<file path="src/rtl/add_arbiter_if.sv">
// Bundles the request/operand/ack inputs and the grant/result outputs of add_arbiter.
// The DUT uses the slave view; a requester/consumer model uses the master view.
interface add_arbiter_if #(
  parameter int W = 8,
  parameter int N = 4
);
  logic [N-1:0]   req;
  logic [N*W-1:0] a_in;
  logic [N*W-1:0] b_in;
  logic           ack;
  logic [N-1:0]   gnt;
  logic           busy;
  logic [W-1:0]   sum;
  logic           carry;
  logic           sum_valid;
  logic [1:0]     sum_id;

  modport master (
    output req, a_in, b_in, ack,
    input  gnt, busy, sum, carry, sum_valid, sum_id
  );

  modport slave (
    input  req, a_in, b_in, ack,
    output gnt, busy, sum, carry, sum_valid, sum_id
  );
endinterface

</file>
<file path="src/rtl/add_arbiter.sv">
// One W-bit adder shared by four requesters through a round-robin arbiter.
// Each operation walks IDLE -> LOAD -> EXEC -> RESP; every output is a flop.
module add_arbiter #(
  parameter int W = 8,
  parameter int N = 4
) (
  input  logic          clk,
  input  logic          rst_n,
  add_arbiter_if.slave  bus
);

  typedef enum logic [1:0] {IDLE, LOAD, EXEC, RESP} state_t;

  state_t         state_q, state_d;
  logic [1:0]     win_q, win_d;
  logic [1:0]     last_id_q, last_id_d;
  logic [W-1:0]   op_a_q, op_a_d;
  logic [W-1:0]   op_b_q, op_b_d;
  logic [W-1:0]   sum_q, sum_d;
  logic           carry_q, carry_d;
  logic [1:0]     sum_id_q, sum_id_d;
  logic [N-1:0]   gnt_q, gnt_d;
  logic           busy_q, busy_d;
  logic           sum_valid_q, sum_valid_d;
  logic [1:0]     pick;
  logic [1:0]     rr_idx;
  logic           found;

  // Round-robin search starts just above the last served requester; 2-bit wrap gives 3 -> 0.
  always_comb begin
    pick   = last_id_q;
    found  = 1'b0;
    rr_idx = last_id_q;
    for (int k = 1; k <= 4; k++) begin
      rr_idx = last_id_q + 2'(k);
      if (!found && bus.req[rr_idx]) begin
        pick  = rr_idx;
        found = 1'b1;
      end
    end
  end

  always_comb begin
    state_d   = state_q;
    win_d     = win_q;
    last_id_d = last_id_q;
    op_a_d    = op_a_q;
    op_b_d    = op_b_q;
    sum_d     = sum_q;
    carry_d   = carry_q;
    sum_id_d  = sum_id_q;

    case (state_q)
      IDLE: begin
        if (|bus.req) begin
          win_d   = pick;
          state_d = LOAD;
        end
      end
      LOAD: begin
        op_a_d  = bus.a_in[int'(win_q)*W +: W];
        op_b_d  = bus.b_in[int'(win_q)*W +: W];
        state_d = EXEC;
      end
      EXEC: begin
        {carry_d, sum_d} = {1'b0, op_a_q} + {1'b0, op_b_q};
        sum_id_d         = win_q;
        state_d          = RESP;
      end
      RESP: begin
        if (bus.ack) begin
          last_id_d = win_q;
          state_d   = IDLE;
        end
      end
      default: state_d = IDLE;
    endcase

    // Status outputs are decoded from the next state so they line up with it once registered.
    gnt_d       = (state_d == LOAD) ? (N'(1) << win_d) : '0;
    busy_d      = (state_d != IDLE);
    sum_valid_d = (state_d == RESP);
  end

  always_ff @(posedge clk) begin
    if (!rst_n) begin
      state_q     <= IDLE;
      win_q       <= '0;
      last_id_q   <= 2'd3;
      op_a_q      <= '0;
      op_b_q      <= '0;
      sum_q       <= '0;
      carry_q     <= 1'b0;
      sum_id_q    <= '0;
      gnt_q       <= '0;
      busy_q      <= 1'b0;
      sum_valid_q <= 1'b0;
    end else begin
      state_q     <= state_d;
      win_q       <= win_d;
      last_id_q   <= last_id_d;
      op_a_q      <= op_a_d;
      op_b_q      <= op_b_d;
      sum_q       <= sum_d;
      carry_q     <= carry_d;
      sum_id_q    <= sum_id_d;
      gnt_q       <= gnt_d;
      busy_q      <= busy_d;
      sum_valid_q <= sum_valid_d;
    end
  end

  assign bus.gnt       = gnt_q;
  assign bus.busy      = busy_q;
  assign bus.sum       = sum_q;
  assign bus.carry     = carry_q;
  assign bus.sum_valid = sum_valid_q;
  assign bus.sum_id    = sum_id_q;

endmodule
</file>
<file path="src/flat_wrapper.sv">
// flat-port wrapper written by rule: the top's interface ports become plain ports
module add_arbiter_flat 
#(
  parameter int W = 8,
  parameter int N = 4
)
  (clk, rst_n, bus_req, bus_a_in, bus_b_in, bus_ack, bus_gnt, bus_busy, bus_sum, bus_carry, bus_sum_valid, bus_sum_id);
  add_arbiter_if #(.W(W), .N(N)) bus_i ();
  input  logic clk;
  input  logic rst_n;
  input wire logic [$bits(bus_i.req)-1:0] bus_req;
  input wire logic [$bits(bus_i.a_in)-1:0] bus_a_in;
  input wire logic [$bits(bus_i.b_in)-1:0] bus_b_in;
  input wire logic [$bits(bus_i.ack)-1:0] bus_ack;
  output wire logic [$bits(bus_i.gnt)-1:0] bus_gnt;
  output wire logic [$bits(bus_i.busy)-1:0] bus_busy;
  output wire logic [$bits(bus_i.sum)-1:0] bus_sum;
  output wire logic [$bits(bus_i.carry)-1:0] bus_carry;
  output wire logic [$bits(bus_i.sum_valid)-1:0] bus_sum_valid;
  output wire logic [$bits(bus_i.sum_id)-1:0] bus_sum_id;
  assign bus_i.req = bus_req;
  assign bus_i.a_in = bus_a_in;
  assign bus_i.b_in = bus_b_in;
  assign bus_i.ack = bus_ack;
  assign bus_gnt = bus_i.gnt;
  assign bus_busy = bus_i.busy;
  assign bus_sum = bus_i.sum;
  assign bus_carry = bus_i.carry;
  assign bus_sum_valid = bus_i.sum_valid;
  assign bus_sum_id = bus_i.sum_id;
  add_arbiter #(.W(W), .N(N)) u_core (.clk(clk), .rst_n(rst_n), .bus(bus_i));
endmodule
</file>
<file path="config.mk">
export PLATFORM = sky130hd
export DESIGN_NAME = add_arbiter_flat
export DESIGN_NICKNAME = d
export VERILOG_FILES = /design/src/rtl/add_arbiter_if.sv /design/src/rtl/add_arbiter.sv /design/src/flat_wrapper.sv
export SDC_FILE = /design/constraint.sdc
export NUM_CORES = 1
export LEC_CHECK = 0
export CAP_MARGIN = 20
export CORE_ASPECT_RATIO = 1.2
export CORE_MARGIN = 2
export CORE_UTILIZATION = 47
export CTS_CLUSTER_SIZE = 8
export DETAILED_ROUTE_END_ITERATION = 8
export GPL_ROUTABILITY_DRIVEN = 0
export GPL_TIMING_DRIVEN = 0
export PLACE_DENSITY = 0.86
export SETUP_SLACK_MARGIN = 0.4
export SYNTH_ARGS = -nofsm -noshare
export SYNTH_HDL_FRONTEND = slang
export SYNTH_SLANG_ARGS = --single-unit
</file>
<file path="constraint.sdc">
create_clock -name clk -period 4.3 [get_ports clk]
set_clock_uncertainty 0.2 [all_clocks]
set_input_delay 1.29 -clock clk [delete_from_list [all_inputs] [get_ports clk]]
set_output_delay 1.29 -clock clk [all_outputs]
set_load 0.1 [all_outputs]
</file>
Word-level counts from Yosys, hierarchy flattened:

Index checks and enable logic that the tools add are counted.

* register bits after elaboration: 39
* output and inout port bits: 17
* logic and storage cells: 58

* shift-type cells: 3
* reductions and logical operators: 11
* order comparisons: 4
* add/sub/neg operators: 4
* equal/unequal tests: 5
* mux-type cells: 20

Operators by type and width (number)
* 32-bit by 6-bit variable part select with 8-bit output: 2
* 2-bit two-way mux: 8
* 2-bit by 3-bit < comparator with 1-bit output (second input constant): 4
* 8-bit by 8-bit adder with 9-bit output: 1
* 1-bit binary-select mux with 2-bit select: 4
* 2-bit case mux with 4 select lines: 1
* 1-bit two-way mux: 7
* 2-bit == test (second input constant): 3
* 2-bit adder (second input constant): 2
* 2-bit by 1-bit == test with 1-bit output (second input constant): 2
* 2-bit AND reduction: 2
* 4-bit OR reduction: 1
* 1-bit by 2-bit << shifter with 4-bit output (first input constant): 1
* 1-bit logical AND: 3
* 1-bit logical NOT: 3
* 2-bit by 1-bit adder with 2-bit output (second input constant): 1
* 2-bit logical NOT: 1
* 2-bit nonzero test: 1

Longest topological paths before layout:

Gate-level depths: netlist of the first run.

* depth after elaboration: 16
* gate-level depth with buffers: 6

Least setup slack after synthesis of the first run:

Ideal clock, no wire load.

* kind: input -> register
* from: input bus_req[0]
* to: register u_core.gnt_q[1] (netlist: u_core.bus.gnt[1])
* setup time: 0.116 ns
* arrival time: 2.263 ns
* cell stages on the path: 4
* slack: 1.722 ns
* path through: or4_4 and2_4 nand2_2 and3b_1

* cells in the longest elaborated chain, start to end: 15
* elaborated cells on any way between the ends: 29
* classes of those cells: eq/ne: 1; shift: 1; mux: 19; reduce/logical: 8

RTL lines
* from (decl): line flat_wrapper.sv:11 `input wire logic [$bits(bus_i.req)-1:0] bus_req;`
* 1-bit binary-select mux with 2-bit select: line add_arbiter.sv:36 `if (!found && bus.req[rr_idx]) begin`
* 1-bit two-way mux (not written as such): line add_arbiter.sv:36
* 1-bit two-way mux: line add_arbiter.sv:36
* 1-bit logical NOT: line add_arbiter.sv:36
* 1-bit logical AND: line add_arbiter.sv:36
* 1-bit two-way mux: line add_arbiter.sv:36
* 1-bit logical NOT: line add_arbiter.sv:36
* 1-bit logical AND: line add_arbiter.sv:36
* 1-bit two-way mux: line add_arbiter.sv:36
* 1-bit logical NOT: line add_arbiter.sv:36
* 1-bit logical AND: line add_arbiter.sv:36
* 2-bit two-way mux: line add_arbiter.sv:36
* 2-bit two-way mux: line add_arbiter.sv:55 `if (|bus.req) begin`
* 2-bit two-way mux: line add_arbiter.sv:53 `case (state_q)`
* 1-bit by 2-bit << shifter with 4-bit output: line add_arbiter.sv:80 `gnt_d = (state_d == LOAD) ? (N'(1) << win_d) : '0;`
* to (signal assigned): line add_arbiter.sv:107 `gnt_q <= gnt_d;`
* to (decl): line add_arbiter.sv:22 `logic [N-1:0] gnt_q, gnt_d;`

Several ways; a longest one is shown, not always the timed one. The select of a mux whose other input is x is not followed.
A chain may end at the register's enable or synchronous reset.

Final worst setup path of the first run:

* from: register u_core.sum_id_q[1] (netlist: u_core.bus.sum_id[1])
* to: output bus_sum_id[1]

RTL lines
* from (decl): line add_arbiter.sv:21 `logic [1:0] sum_id_q, sum_id_d;`
* from (signal assigned): line add_arbiter.sv:106 `sum_id_q <= sum_id_d;`
* to (decl): line flat_wrapper.sv:20 `output wire logic [$bits(bus_i.sum_id)-1:0] bus_sum_id;`

No word-level cell between the ends.

==> results.md, run 1 <==
* Post-synthesis cell count at roughly 230
* Slew at the pin with the worst max-slew slack at slightly below 1 ns
* Num rows at 27
* Post-CTS sizing at 0
* Power density over cell area at between 300 and 400 mW/mm^2
* Reg clk slew, reported paths at about 0.08 ns
* Congestion Overflow GR at 0
* Fill count at about 370
* Relative slew slack at 0.342
* First DRT Iteration DRCs at 139
* Clk sinks at 39
* Hold Crit Depth at 2
* Critical path peak fanout at 2
* Global-route wire length before repair at 9120 um
* Root buf cell: clkbuf_8
* EDFF count, synth at 0
* H-tree lvl count at 2
* Vias per cell at approximately 5.4
* Worst path top cell family by delay: buffers and inverters
* Register bit total from synthesis at 39
* Setup TNS at 0 ns
* Largest net degree at the start of global routing at 12
* DR WL/cell at around 14 um
* Period utilisation layout at 0.760
* CTS tree: built
* Syn Area/Cell at around 10 sq um
* Buffers and inverters on the worst path at 1
* Final setup margin at between 1 and 1.5 ns
* Status: finished clean
* Max_cap viols at 0
* Minimum clock period at between 3 and 4 ns
* Final count of hold timing violations at 0
* Yosys warning count at 0
* I/O pin cnt at 88
* Hold_buf cts at 0
* Worst hold-check path type: flip-flop to flip-flop
* LEAKAGE at ~1.2 nW
* Crit start category: flip-flop
* Endpoints failing setup at 0
* Synth Cell Area at ~0.0022 sq mm
* Total GRT Usage at 0.226
* CP arrival at around 1.8 ns
* Number of global-route vias before repair at between 2000 and 2500
* Final core utilization at 0.708
* Fraction of layout cells with a size suffix above 1 at 0.109
* Leading cell types in the layout, fill and taps excluded: clkdlybuf4s50_1, nand2_1, dfxtp_1
* Die Y at ~79 um
* Initial antenna violation count at 0
* Core area at around 0.0046 sq mm
* Antenna Nets Post-Route at 0
* Setup CP Type: flip-flop to output pin
* Worst skew pair latency at between 0.2 and 0.3 ns
* DP HPWL at 4340 um
* Seq/Total Area, Yosys at 0.354
* CTS Buffer Depth at 2
* Slew Limit Fails at 0
* Setup crit end kind: output pin
* CP max-delay cell: clkdlybuf4s50_1
* Worst EP required at between 2 and 3 ns
* Initial Util at 0.484
* RSZ-0062 raised after global routing: no
* Pre-CTS setup slack at ~1.1 ns
* Drt total wl at ~5300 um
* Via count at between 2000 and 2500
* Yosys cell types at 46
* Die W at approximately 67 um
* Ant. Diodes at 0
* CTS buffer count at 5
* Register-to-register setup slack at 1.88 ns
* Pre-Repair DR Iteration Count at 4
* Number of cells on the critical path at 1
* Syn Nets at between 300 and 400
* Residual DRC at 0
* Max Freq at roughly 300 MHz
* Post-synth ARST share at 0
* Total setup buffers inserted after CTS at 0
* Die Area at 0.00526 sq mm
* Buffers on Ports at 87
* Cells on worst reg2reg path at 6
* Most used DFF post-synth: dfxtp_1
* # nets final at 400
* Peak VDD IR at about 0.00025 V
* Crit path cell chain: clkdlybuf4s50_1
* P&R area growth vs syn at 46.5%
* Worst path max stage delay at around 1.1 ns
* Leading cell type in the layout, fill and taps excluded: clkdlybuf4s50_1
==> cells in the mapped netlist (3+ instances only) <==
cell	instances	area, sq um
mux4_2	16	360
ha_1	8	100
buf_2	4	20.0
dfxtp_1	39	781
inv_1	3	11.3
nor2_1	4	15.0
a21boi_0	19	143
xnor2_1	3	26.3
o211ai_1	5	37.5
a21oi_1	4	20.0
nor3_1	3	15.0
nor2b_1	5	31.3
nand2b_1	4	25.0
nand3_1	4	20.0
nand2_1	48	180
clkbuf_1	8	30.0
o21ai_0	10	50.1
==> metrics by stage <==
| stage | cell area, sq um | instances | hold WS, ns | power, mW |
|---|---|---|---|---|
| finish | 3230 | 379 | 0.270 | 1.22 |
| global route | 3230 | 379 | 0.292 | 1.29 |
| CTS | 3230 | 379 | 0.272 | 1.23 |
| detailed placement | 3150 | 371 | 0.261 | 0.992 |
| global placement | 3150 | 371 | 0.249 | 0.980 |
| floorplan | 2210 | 226 | 0.239 | 0.831 |
==> flip-flops by register name, indices dropped and copies added (netlist names) <==
register and cells:
u_core.bus.busy 1, u_core.win_q 2, u_core.last_id_q 2, u_core.state_q 2, u_core.bus.sum_valid 1, u_core.op_b_q 8, u_core.bus.carry 1, u_core.bus.gnt 4
u_core.bus.sum 8, u_core.bus.sum_id 2, u_core.op_a_q 8
==> report_power, final <==
group          switching, mW  internal, mW
Clock                  0.125         0.114
Sequential            0.0310         0.410
Combinational          0.309         0.232
Total                  0.465         0.756
==> area by class of cell <==
cell class / instances / area [sq um] / area share
tap: 58 / 72.6 / 0.0225
multi-input combinational: 170 / 1350 / 0.418
inverter: 3 / 11.3 / 0.00349
sequential: 39 / 781 / 0.242
clock buffer: 7 / 76.3 / 0.0236
clock inverter: 1 / 5.00 / 0.00155
timing repair buffer: 87 / 871 / 0.270
buffer: 14 / 65.1 / 0.0201
==> final timing paths <==
| path | endpoint | start |
|---|---|---|
| setup reg to reg | u_core.bus.carry | u_core.op_b_q[0] |
| setup / recovery | bus_sum_id[1] | u_core.bus.sum_id[1] |
| hold reg to reg | u_core.bus.sum[1] | u_core.bus.sum[1] |
| hold / removal | u_core.bus.sum[1] | u_core.bus.sum[1] |
==> cell families (layout without fill, tap and decap cells) <==
group	Yosys count	count (layout)	share of synthesized area
mux	18	18	0.172
compound gates	56	56	0.188
simple gates	84	84	0.184
buf+inv	17	112	0.0346
fa+ha+maj	9	9	0.0545
xor+xnor	3	3	0.0119
flops	39	39	0.354
==> routing by layer <==
metal  global-route usage  vias up  share of wire
li1                     -     1012              -
met1                0.291      945           0.41
met2                0.371       72           0.52
met3               0.0482        9          0.055
met4               0.0816        0          0.017
met5                    0        -              0
No activity file was read; power rests on OpenSTA's default activity.
==> inputs of run 2 (changes only) <==
--- a/config.mk
+++ b/config.mk
@@ -8,12 +8,12 @@
 export CAP_MARGIN = 20
 export CORE_ASPECT_RATIO = 1.2
 export CORE_MARGIN = 2
-export CORE_UTILIZATION = 47
+export CORE_UTILIZATION = 39
 export CTS_CLUSTER_SIZE = 8
 export DETAILED_ROUTE_END_ITERATION = 8
 export GPL_ROUTABILITY_DRIVEN = 0
 export GPL_TIMING_DRIVEN = 0
-export PLACE_DENSITY = 0.86
+export PLACE_DENSITY = 0.76
 export SETUP_SLACK_MARGIN = 0.4
 export SYNTH_ARGS = -nofsm -noshare
 export SYNTH_HDL_FRONTEND = slang
==> constraint.sdc (replaced) <==
create_clock -name clk -period 3 [get_ports clk]
set_clock_uncertainty 0.2 [all_clocks]
set_input_delay 0.9 -clock clk [delete_from_list [all_inputs] [get_ports clk]]
set_output_delay 0.9 -clock clk [all_outputs]
set_load 0.1 [all_outputs]
==> results.md, run 2 (synthesis gave the netlist of run 1 again) <==
* Status: finished clean
* Worst hold-check path type: flip-flop to flip-flop
* Largest net degree at the start of global routing at 12
* Die W at 72.7 um
* Global-route wire length before repair at roughly 9000 um
* Power density over cell area at 547 mW/mm^2
* P&R area growth vs syn at 47.0%
* Fraction of layout cells with a size suffix above 1 at 0.115
* H-tree lvl count at 2
* Final setup margin at approximately 0.43 ns
* Num rows at 30
* Fin area at roughly 0.0032 sq mm
* Period utilisation layout at 0.857
* RSZ-0062 raised after global routing: no
* Vias per cell at a little over 5
* Worst EP required at roughly 1.9 ns
* DR WL/cell at ~14 um
* Worst path top cell family by delay: buffers and inverters
* Slew at the pin with the worst max-slew slack at approximately 0.96 ns
* Crit start category: flip-flop
* Buffers on Ports at 87
* Via count at between 1500 and 2000
* Root buf cell: clkbuf_8
* Initial antenna violation count at 0
* Post-Layout Cell Count at approximately 390
* Critical path peak fanout at 2
* Pre-CTS setup slack at 0.247 ns
* Dpl cells at ~380
* Clk sinks at 39
* Die Y at around 86 um
* Peak VDD IR at about 0.00028 V
* CP arrival at 1.47 ns
* Die Area at roughly 0.0063 sq mm
* CTS Buffer Depth at 2
* Endpoints failing setup at 0
* Hold Slack at roughly 0.26 ns
* Antenna Nets Post-Route at 0
* # nets final at 400
* Pre-Repair DR Iteration Count at 4
* First DRT Iteration DRCs at 73
* Final count of hold timing violations at 0
* Reg clk slew, reported paths at approximately 0.070 ns
* Initial Util at 0.397
* Worst path max stage delay at about 0.85 ns
* Max Freq at roughly 390 MHz
* I/O pin cnt at 88
* Max_cap viols at 0
* CP max-delay cell: dlygate4sd2_1
* Number of global-route vias before repair at ~2000
* Setup crit end kind: output pin
* Register-to-register setup slack at between 0.7 and 0.8 ns
* Setup CP Type: flip-flop to output pin
* Total GRT Usage at 0.182
* Setup TNS at 0 ns
* Worst skew pair latency at between 0.2 and 0.3 ns
* Placed inst area at between 0.003 and 0.004 sq mm
* DP HPWL at 4310 um
* Residual DRC at 0
* Relative slew slack at 0.363
* Slew Limit Fails at 0
* Core area at 0.00556 sq mm
* Buffers and inverters on the worst path at 1
* Crit path cell chain: dlygate4sd2_1
* Leading cell types in the layout, fill and taps excluded: clkdlybuf4s50_1, nand2_1, dfxtp_1
* Ant. Diodes at 0
* Minimum clock period at between 2 and 3 ns
* Leading cell type in the layout, fill and taps excluded: clkdlybuf4s50_1
* Drt total wl at 5210 um
* Final core utilization at 0.584
* CTS buffer count at 5
* LEAKAGE at around 1.3 nW
* CTS tree: built
* Congestion Overflow GR at 0
* Tot Pwr at around 1.8 mW
==> run 2: cell count changes in the layout (fill, tap and decap cells not counted) <==
cell             previous run  this run
clkbuf_1                   10         9
clkinv_2                    1         0
clkdlybuf4s50_1            87        70
clkbuf_2                    0         1
dlygate4sd2_1               0         8
clkbuf_8                    5         7
clkdlybuf4s15_1             0         8
==> run 2: what timing repair did <==
action                                  in CTS  in global routing
setup buffers                                0                  0
resized for setup                           17                 10
hold buffers                                 0                  0
endpoints found under the setup margin      17                  9
==> run 2: power breakdown <==
| part | internal (mW) | switching, mW | total, mW |
|---|---|---|---|
| combinational | 0.318 | 0.442 | 0.760 |
| clock | 0.210 | 0.173 | 0.383 |
| sequential | 0.588 | 0.0432 | 0.631 |
==> run 2: cell type report <==
type                    instances  area, sq um
clock buffers                   8          100
repair buffers                 87          856
well taps                      64         80.1
plain buffers                  14         65.1
flip-flops and latches         39          781
fillers                       533         2310
inverters                       3         11.3
multi-input cells             170         1350
==> run 2: metal layers <==
layer | up-vias | GRT usage | share of wire
met1 | 917 | 0.220 | 0.42
li1 | 1010 | - | -
met2 | 64 | 0.321 | 0.52
met4 | 0 | 0.0572 | 0.012
met3 | 5 | 0.0360 | 0.048
met5 | - | 0 | 0
==> run 2: path summary, 6_finish.rpt <==
check,to,startpoint,cells past startpoint
worst max-delay path,bus_sum[1],u_core.bus.sum[1],1
worst min-delay path,u_core.bus.sum_id[0],u_core.bus.sum_id[0],2
worst max register to register,u_core.bus.carry,u_core.op_b_q[0],6
worst min register to register,u_core.bus.sum_id[0],u_core.bus.sum_id[0],2
==> variant, RTL diff (settings of run 2) <==
The 4 states of `state_t` get a one-hot encoding in 4 bits.
--- a/src/rtl/add_arbiter.sv
+++ b/src/rtl/add_arbiter.sv
@@ -10,5 +10,5 @@
 );
 
-  typedef enum logic [1:0] {IDLE, LOAD, EXEC, RESP} state_t;
+  typedef enum logic [3:0] {IDLE = 4'b0001, LOAD = 4'b0010, EXEC = 4'b0100, RESP = 4'b1000} state_t;
 
   state_t         state_q, state_d;
Check against the original RTL: no difference found for any inputs over 10 cycles, from zero or initial values and one cycle with rst_n low; not proved beyond that.
==> variant against run 2 <==
- final area is 1.7% higher
- critical endpoint is now bus_sum[6]
- critical path type unchanged
- sequential cell count is 2 higher
- sequential power is 6.7% lower
- area after synthesis is 0.74% higher
- setup slack better by 5.4 ps
- routed wire length is 8.7% higher
- die area is 0.69% higher
- power is 15% lower
==> variant: results (changes against run 2) <==
netlist-cell-type-count: 47  # +2.2%
ys.flop_type: "dfxtp_1"
critical_path.top_delay_family: "buffers and inverters"
port_buffers: 87  # unchanged
top_layer: "met4"
synth.yosys.seq_area_share: 0.369  # +0.0154
startpoint: "u_core.bus.sum[6]$_SDFFE_PN0N_"
setup.reg_to_reg.worst_slack_ps: 790  # +80 ps
rr_endpoint: "u_core.bus.carry$_SDFFE_PN0N_"
vias: 2107  # +5.6%
num-nets-final: 408  # +2.0%
wl_per_cell_microns: 14.4  # +6.5%
grt_use_total: 0.188  # +0.00639
worst_path_largest_cell_delay_ps: 820  # -30 ps
min_path_type: "flop to flop"
place_inst: 385  # +2.1%
wirelength_microns: 5670  # +8.7%
critPathCapture: "bus_sum[6]"
diodes: 0  # unchanged
pre_cts_ws_ps: 250  # +3.09 ps
status: "complete, no violations"
r2r.worst_path.cells: 6  # unchanged
ys_top_cells_by_area: "dfxtp_1, mux4_2, nand2_1, a21oi_1, ha_1"
vdd_drop_max_v: 0.000211  # -24%
timing.fmax_mhz: 390  # +0.21%
syn_inst: 234  # +3.5%
drive_gt1_frac: 0.116  # +0.000237
drtIter0Drc: 114  # +56%
dr_wl_met2_microns: 2980  # +11%
insertion_delay_ps: 300
cellLeakagePower_nw: 1.25  # -0.87%
grt_first_pass_wirelength_microns: 9300  # +3.5%
crit_arrival_ps: 1460
met3_length_microns: 250  # +0.81%
synthTopCellsByCount: "nand2_1, dfxtp_1, a21oi_1"
regToRegStartpoint: "u_core.op_b_q[0]$_SDFFE_PN0P_"
cp_slowest_cell: "clkdlybuf4s15_1"
wl_met1_microns: 2360  # +7.0%
cts_buffer_depth: 2  # unchanged
ys_warn_count: 0  # unchanged
place_area_sq_mm: 0.00317  # +0.52%
synth_nets: 314  # +2.6%
max-slew-margin-rel: 0.360  # -0.00352
dp_hpwl_microns: 4580  # +6.3%
grt_max_degree: 14  # +2
-- variant: changes by cell type after synthesis, sizes merged, moves of 3 or more --
cell / delta
a21boi: -21
a21oi: +20
inv: +4
nand2: -4
nor2: +4
nor2b: -3
nor4: +3
-- variant: layer usage --
layer | vias to the layer above | GRT usage
met2 | 76 | 0.336
met3 | 6 | 0.0267
met4 | 0 | 0.0556
li1 | 1051 | -
met5 | - | 0
met1 | 974 | 0.233
-- variant: logic make-up (layout without fill, tap and decap cells) --
group                      after synthesis  count (layout)  share of synthesized area
adders and majority gates                9               9                     0.0541
DFF                                     41              41                      0.369
and+or+nand+nor                         86              86                      0.195
xor gates and xnor gates                 4               4                     0.0158
muxes                                   18              18                      0.171
AOI/OAI and AO/OA                       57              57                      0.155
buffers and inverters                   19             114                     0.0394
-- variant: power by group --
group          internal [W]  switching, W
Clock              0.000331      0.000194
Sequential         0.000571     0.0000172
Combinational      0.000206      0.000188
Total               0.00111      0.000400
-- variant: worst min path at each step --
| stage | startpoint | to | slack (ps) | depth (start not counted) |
|---|---|---|---|---|
| 3_3_place_gp | u_core.bus.sum_id[0]$_SDFFE_PN0N_ | u_core.bus.sum_id[0]$_SDFFE_PN0N_ | 250 | 2 |
| 5_1_grt | u_core.op_b_q[5]$_SDFFE_PN0P_ | u_core.op_b_q[5]$_SDFFE_PN0P_ | 290 | 2 |
| 2_1_floorplan | u_core.op_a_q[0]$_SDFFE_PN0P_ | u_core.op_a_q[0]$_SDFFE_PN0P_ | 240 | 2 |
| 4_1_cts | u_core.bus.sum[1]$_SDFFE_PN0N_ | u_core.bus.sum[1]$_SDFFE_PN0N_ | 260 | 2 |
| 3_5_place_dp | u_core.bus.sum[1]$_SDFFE_PN0N_ | u_core.bus.sum[1]$_SDFFE_PN0N_ | 250 | 2 |
| 6_report | u_core.bus.sum[1]$_SDFFE_PN0N_ | u_core.bus.sum[1]$_SDFFE_PN0N_ | 260 | 2 |
-- variant: final cells by class --
type | count | area (sq um)
buffer | 12 | 61.3
clock buffer | 5 | 68.8
clock inverter | 3 | 65.1
fill | 484 | 2300
inverter | 7 | 26.3
multi-input combinational | 174 | 1310
sequential | 41 | 821
tap | 64 | 80.1
timing repair buffer | 87 | 861
-- variant: stage by stage --
step	util	power, W
2_1_floorplan	-	0.000848
3_3_place_gp	0.567	0.000991
3_5_place_dp	0.567	0.00100
4_1_cts	0.587	0.00151
5_1_grt	0.589	0.00157
6_report	0.589	0.00151
-- variant: what timing repair did --
| action | 4_1_cts | 5_1_grt |
|---|---|---|
| endpoints found under the hold margin | 0 | 0 |
| hold buffers | 0 | 0 |
| setup buffers | 0 | 0 |
| endpoints found under the setup margin | 17 | 13 |
| pin swaps | 0 | 0 |
| resized for setup | 17 | 14 |
